**src/rtl/channel_accumulator.sv**
```systemverilog
// Purpose : steps the channel selector through channels 0..IN_CH-1 and sums the selected words per lane.
// Latency : o_valid rises IN_CH cycles after the accept edge; accept-to-accept is IN_CH+2 cycles minimum.
// Backpressure: o_valid/o_data hold in DONE until i_ready; o_in_ready is high only in IDLE.
//
// Ports:
//   i_clk, i_rst_n : clock (rising edge), asynchronous active-low reset
//   i_valid        : upstream has a stable multi-channel set (held until o_valid rises)
//   o_in_ready     : set accepted on an edge where i_valid and o_in_ready are both high
//   o_ch_sel       : registered channel index driven to the selector
//   i_sel_data     : selector output, lane k = [k*WIDTH +: WIDTH], signed
//   o_valid/i_ready: result handshake towards the next stage
//   o_data         : per-lane sums, lane k = [k*ACC_WIDTH +: ACC_WIDTH]
//
// ACC_WIDTH must be >= WIDTH + $clog2(IN_CH) so the sums never wrap.

module channel_accumulator #(
    parameter int WIDTH     = 30,
    parameter int IN_CH     = 3,
    parameter int OUT_NUM   = 2,
    parameter int ACC_WIDTH = 32
) (
    input  logic                           i_clk,
    input  logic                           i_rst_n,
    input  logic                           i_valid,
    output logic                           o_in_ready,
    output logic [$clog2(IN_CH):0]         o_ch_sel,
    input  logic [WIDTH*OUT_NUM-1:0]       i_sel_data,
    output logic                           o_valid,
    input  logic                           i_ready,
    output logic [ACC_WIDTH*OUT_NUM-1:0]   o_data
);

    localparam int CW = $clog2(IN_CH) + 1;
    localparam logic [CW-1:0] LAST_CH = CW'(IN_CH - 1);

    localparam logic [1:0] IDLE  = 2'd0;
    localparam logic [1:0] ACCUM = 2'd1;
    localparam logic [1:0] DONE  = 2'd2;

    logic [1:0]                     state;
    logic [CW-1:0]                  ch_cnt;
    logic [ACC_WIDTH*OUT_NUM-1:0]   acc_sum;

    // o_data doubles as the accumulator; each lane adds the sign-extended
    // selector word for the channel currently on o_ch_sel.
    always_comb begin
        acc_sum = o_data;
        for (int k = 0; k < OUT_NUM; k++) begin
            acc_sum[k*ACC_WIDTH +: ACC_WIDTH] =
                o_data[k*ACC_WIDTH +: ACC_WIDTH]
                + ACC_WIDTH'($signed(i_sel_data[k*WIDTH +: WIDTH]));
        end
    end

    assign o_in_ready = (state == IDLE);
    assign o_ch_sel   = ch_cnt;

    always_ff @(posedge i_clk or negedge i_rst_n) begin
        if (!i_rst_n) begin
            state   <= IDLE;
            ch_cnt  <= '0;
            o_valid <= 1'b0;
            o_data  <= '0;
        end else begin
            case (state)
                IDLE: begin
                    if (i_valid) begin
                        state  <= ACCUM;
                        ch_cnt <= '0;
                        o_data <= '0;
                    end
                end
                ACCUM: begin
                    o_data <= acc_sum;
                    if (ch_cnt == LAST_CH) begin
                        ch_cnt  <= '0;
                        state   <= DONE;
                        o_valid <= 1'b1;
                    end else begin
                        ch_cnt <= ch_cnt + CW'(1);
                    end
                end
                DONE: begin
                    if (i_ready) begin
                        o_valid <= 1'b0;
                        state   <= IDLE;
                    end
                end
                default: begin
                    state   <= IDLE;
                    ch_cnt  <= '0;
                    o_valid <= 1'b0;
                end
            endcase
        end
    end

endmodule

```
**config.mk**
```make
export PLATFORM = sky130hd
export DESIGN_NAME = channel_accumulator
export DESIGN_NICKNAME = d
export VERILOG_FILES = /design/src/rtl/channel_accumulator.sv
export SDC_FILE = /design/constraint.sdc
export NUM_CORES = 1
export LEC_CHECK = 0
export CORE_ASPECT_RATIO = 1.25
export CORE_MARGIN = 2
export CORE_UTILIZATION = 40
export CTS_BUF_LIST = sky130_fd_sc_hd__clkbuf_8
export DETAILED_ROUTE_END_ITERATION = 10
export PLACE_DENSITY = 0.66
export SLEW_MARGIN = 30
export SYNTH_ARGS = -nofsm -noshare
export SYNTH_HDL_FRONTEND = slang
export SYNTH_SLANG_ARGS = --single-unit
```
**constraint.sdc**
```tcl
create_clock -name i_clk -period 5.52 [get_ports i_clk]
set_clock_uncertainty 0.2 [all_clocks]
set_input_delay 1.38 -clock i_clk [delete_from_list [all_inputs] [get_ports i_clk]]
set_output_delay 1.38 -clock i_clk [all_outputs]
set_load 0.02 [all_outputs]
```
# Word level (Yosys, flattened, before mapping)
# Index checks and enable logic that the tools add are counted.
[totals]
reg_bits = 70
output_inout_bits = 69
elab_cells = 33
inputBits = 64
[op_classes]
bitwise_logic = 2
n_eq_ne = 6
mux = 12
n_reduce_logical = 6
addsub = 3
[op_table]
columns = ["operator", "n"]
rows = [
  ["64-bit case mux with 2 select lines", 1],
  ["32-bit adder", 2],
  ["64-bit 2-to-1 mux", 1],
  ["3-bit case mux with 3 select lines", 1],
  ["2-bit 2-to-1 mux", 3],
  ["3-bit 2-to-1 mux", 2],
  ["2-bit inequality test (second input constant)", 3],
  ["2-bit case mux with 3 select lines", 1],
  ["3-bit AND reduction", 2],
  ["2-bit AND reduction", 2],
  ["3-bit by 1-bit adder with 3-bit output (second input constant)", 1],
  ["3-bit by 2-bit equality test with 1-bit output (second input constant)", 1],
  ["1-bit case mux with 3 select lines", 1],
  ["2-bit by 1-bit equality test with 1-bit output (second input constant)", 1],
  ["2-bit equality test (second input constant)", 1],
  ["2-bit zero test", 1],
  ["1-bit 2-to-1 mux", 2],
  ["1-bit NOT", 2],
  ["2-bit nonzero test", 1],
]

# Logic depth before layout (Yosys ltp)
[depth]
depth_word = 3
depth_mapped = 11
mapped_depth_nobuf = 11

# Worst setup path after synthesis
# OpenSTA, ideal clock, no wires.
[synth_timing]
path_type = "input to register"
start = "input i_sel_data[37]"
end = "register o_data[52]"
setup_time_ns = 0.133
required_ns = 5.187
slack_ns = 1.844
n_path_buf = 1
stages = 10
arrival_time_ns = 3.342
path_cell_list = "ha_1 > clkbuf_1 > a2111o_1 > o2111ai_1 > a211oi_1 > a2111oi_0 > o21bai_1 > a21oi_1 > xor2_1 > o21ai_0"
[synth_between]
elab_chain_cells = 2
[synth_lines]
columns = ["item", "line", "source"]
rows = [
  ["start, declared", "27", "input logic [WIDTH*OUT_NUM-1:0] i_sel_data,"],
  ["32-bit adder", "51", "+ ACC_WIDTH'($signed(i_sel_data[k*WIDTH +: WIDTH]));"],
  ["64-bit case mux with 2 select lines", "65", "case (state)"],
  ["end signal, assigned", "74", "o_data <= acc_sum;"],
  ["end, declared", "30", "output logic [ACC_WIDTH*OUT_NUM-1:0] o_data"],
]
# Every way passes these cells.
# A chain may end at the register's enable or synchronous reset.

# Final worst setup path
[layout_timing]
start = "input i_sel_data[0]"
end = "register o_data[24]"
# Same word-level chain as after synthesis.

==> impl_metrics.env <==
export IMPL_nets=939
export IMPL_hp_class="flip-flop to flip-flop"
export IMPL_ant_nets=0
export IMPL_routed_top_layer="met4"
export IMPL_cts_buffers=9
export IMPL_area_growth_pct=30.57
export IMPL_routedWlPerCell_um=16.79
export IMPL_dr_pass1_iters=4
export IMPL_maxSlewHeadroom_pct=42.84
export IMPL_die_height_um=138.3
export IMPL_cp_common_cell="a21oi_1"
export IMPL_antenna_cells=0
export IMPL_numClockSinks=70
export IMPL_postSynthCellCount=688
export IMPL_grt_usage_pct=21.66
export IMPL_arrival_ns=4.25
export IMPL_synth_edf_count=0
export IMPL_dieArea_um2=15420
export IMPL_post_cts_setup_buffer_count=0
export IMPL_cp_required_ns=5.58
export IMPL_synth_top_cells_by_area="dfrtp_1 (30%), ha_1 (13%), o21ai_0 (6.8%)"
export IMPL_syn_nets=816
export IMPL_outcome="finished, final reports clean"
export IMPL_ir_drop_uv=295.9
export IMPL_clkSlewWorstSetupHoldPaths_ns=0.08
export IMPL_dp_hpwl_mm=12.29
export IMPL_crit_fanout=3
export IMPL_cp_end_kind="flip-flop"
export IMPL_routabilityCongestion=0.8921
export IMPL_fmax_ghz=0.2388
export IMPL_ios=133
export IMPL_min_period_ns=4.187
export IMPL_yosysTopAreaCell="dfrtp_1"
export IMPL_max_slew_worst_pin_slew_ns=0.8551
export IMPL_crit_slowest_cell="clkdlybuf4s50_1"
export IMPL_dr_wl_met2_mm=8.503
export IMPL_setup_tns_ns=0
export IMPL_fillers=1364
export IMPL_wirelength_mm=16.69
export IMPL_hold_violations=0
export IMPL_cts_resized=0
export IMPL_cap_violations=0
export IMPL_cp_start_kind="input port"
export IMPL_p_leak_nw=3.223
export IMPL_via_per_inst=5.676
export IMPL_grt_max_degree=71
export IMPL_fin_crit_sh_pct=75.85
export IMPL_clockBufferDepth=2
export IMPL_ys_seq_area_share_pct=30.33
export IMPL_fin_ws_ns=1.333
export IMPL_cp_slowest_stage_delay_ns=0.46
export IMPL_grt_overflow=0
export IMPL_cp_num_buf_inv=2
export IMPL_rows=49
export IMPL_layout_commonest_cell="clkdlybuf4s50_1"
export IMPL_h_tree_depth=3
export IMPL_pre_cts_slack_ns=1.051
export IMPL_synthFlopType="dfrtp_1"
export IMPL_ys_warn_count=0
export IMPL_final_cell_mix="clkdlybuf4s50_1 (131), nand2_1 (90), o21ai_0 (78)"
export IMPL_clock_latency_ns=0.38
export IMPL_yosysUniqueCellTypes=58
export IMPL_initial_core_util_pct=40.61
export IMPL_cts_tree="built"
export IMPL_wl_met3_um=841
export IMPL_setup_viol_count_final=0
export IMPL_drtIter0Drc=247
export IMPL_cts_root_buf="clkbuf_8"
export IMPL_holdBufCountCts=0
export IMPL_synth_area_um2=5776
export IMPL_r2r_setup_slack_ns=2.42
export IMPL_dr_total_vias=5642
export IMPL_drc_errors=0
export IMPL_critPathTopFamily="compound AO/OA/AOI/OAI gates"
export IMPL_ys_seq_elements=70
export IMPL_m1WireLength_mm=7.032
export IMPL_p_per_area_nw_per_um2=682.8
export IMPL_die_width_um=111.5
export IMPL_crit_chain="clkdlybuf4s50_1 -> ha_1 -> inv_1 -> fa_1 -> nand2b_1 -> a21oi_1 -> o22ai_1 -> a21oi_1 -> o2111ai_1 -> a21boi_0 -> o21ai_0 -> a32o_1"
export IMPL_rsz0062_at_grt="no"
export IMPL_async_flop_share_pct=100.0
export IMPL_synth_top_cell_area_share_pct=30.33
export IMPL_grt_pass1_wl_mm=27.56
export IMPL_drive_above_1_share_pct=4.289
export IMPL_core_um2=14220
export IMPL_drv_slew=0
export IMPL_avgSynthCellArea_um2=8.395
export IMPL_grt_antenna_before_repair=0
export IMPL_grt_pass1_vias=5769
export IMPL_port_buffers=132
export IMPL_path_class="input port to flip-flop"
stage by stage:
step	utilization (%)	cell area (um2)	hold WS, ns	total power [W]	cells
floorplan	-	5776	0.3202	0.003411	688
global route	53.02	7541	0.3528	0.005588	994
global placement	51.09	7267	0.2895	0.004478	978
finish	53.02	7541	0.3128	0.005149	994
CTS	52.99	7537	0.3209	0.005166	994
detailed placement	51.09	7267	0.3033	0.004547	978
power breakdown:
| part | internal, W | switching [W] | total [W] | leakage (nW) |
|---|---|---|---|---|
| Combinational | 0.00154 | 0.00199 | 0.00353 | 2.23 |
| Sequential | 0.000796 | 0.000243 | 0.00104 | 0.856 |
| Clock | 0.000358 | 0.000227 | 0.000585 | 0.132 |
layout make-up:
type | instances | area [um2] | area share [%]
multi-input cells | 571 | 3861 | 51.20
flip-flops and latches | 70 | 1752 | 23.23
repair buffers | 135 | 1345 | 17.84
well taps | 178 | 222.7 | 2.953
clock buffers | 10 | 137.6 | 1.825
clock inverters | 6 | 132.6 | 1.759
inverters | 24 | 90.09 | 1.195
worst min-delay path: stages (launching register included):
cell and delay, ns:
dfrtp_1 0.37, nand2_1 0.05, o21ai_0 0.06
logic make-up after synthesis:
family	synth area share, %
compound gates	28.88
simple gates	16.49
flops	30.33
buf+inv	3.055
xor+xnor	7.127
fa+ha+maj	14.12
layer usage:
| metal | track usage, % | up-vias |
|---|---|---|
| li1 | - | 2782 |
| met1 | 24.62 | 2698 |
| met2 | 39.51 | 139 |
| met3 | 5.436 | 23 |
| met4 | 7.018 | 0 |
| met5 | 0 | - |
state kept, by name, summed over array words and instances, names as in the netlist:
register,count
o_data,64
o_valid,1
state,2
o_ch_sel,3
cells in the mapped netlist, drive strengths merged, types with 7 or more instances:
| library cell | instances |
|---|---|
| nor3 | 10 |
| o21bai | 9 |
| a211oi | 12 |
| o211ai | 18 |
| o31ai | 8 |
| xnor2 | 26 |
| dfrtp | 70 |
| clkbuf | 19 |
| nand2 | 90 |
| nand3 | 10 |
| a31oi | 7 |
| ha | 62 |
| inv | 24 |
| nand4 | 9 |
| xor2 | 21 |
| a21oi | 54 |
| o21a | 8 |
| nand2b | 10 |
| a21o | 24 |
| nor2 | 39 |
| o21ai | 81 |
final timing paths:
path,depth (start not counted),startpoint,end
setup / recovery,12,i_sel_data[0],o_data[24]$_DFFE_PN0P_
hold / removal,2,o_data[21]$_DFFE_PN0P_,o_data[21]$_DFFE_PN0P_
setup reg to reg,11,o_data[0]$_DFFE_PN0P_,o_data[24]$_DFFE_PN0P_
hold reg to reg,2,o_data[21]$_DFFE_PN0P_,o_data[21]$_DFFE_PN0P_
max in group asynchronous,1,i_rst_n,o_data[17]$_DFFE_PN0P_
min in group asynchronous,1,i_rst_n,o_data[41]$_DFFE_PN0P_
No activity file was read; power rests on OpenSTA's default activity.
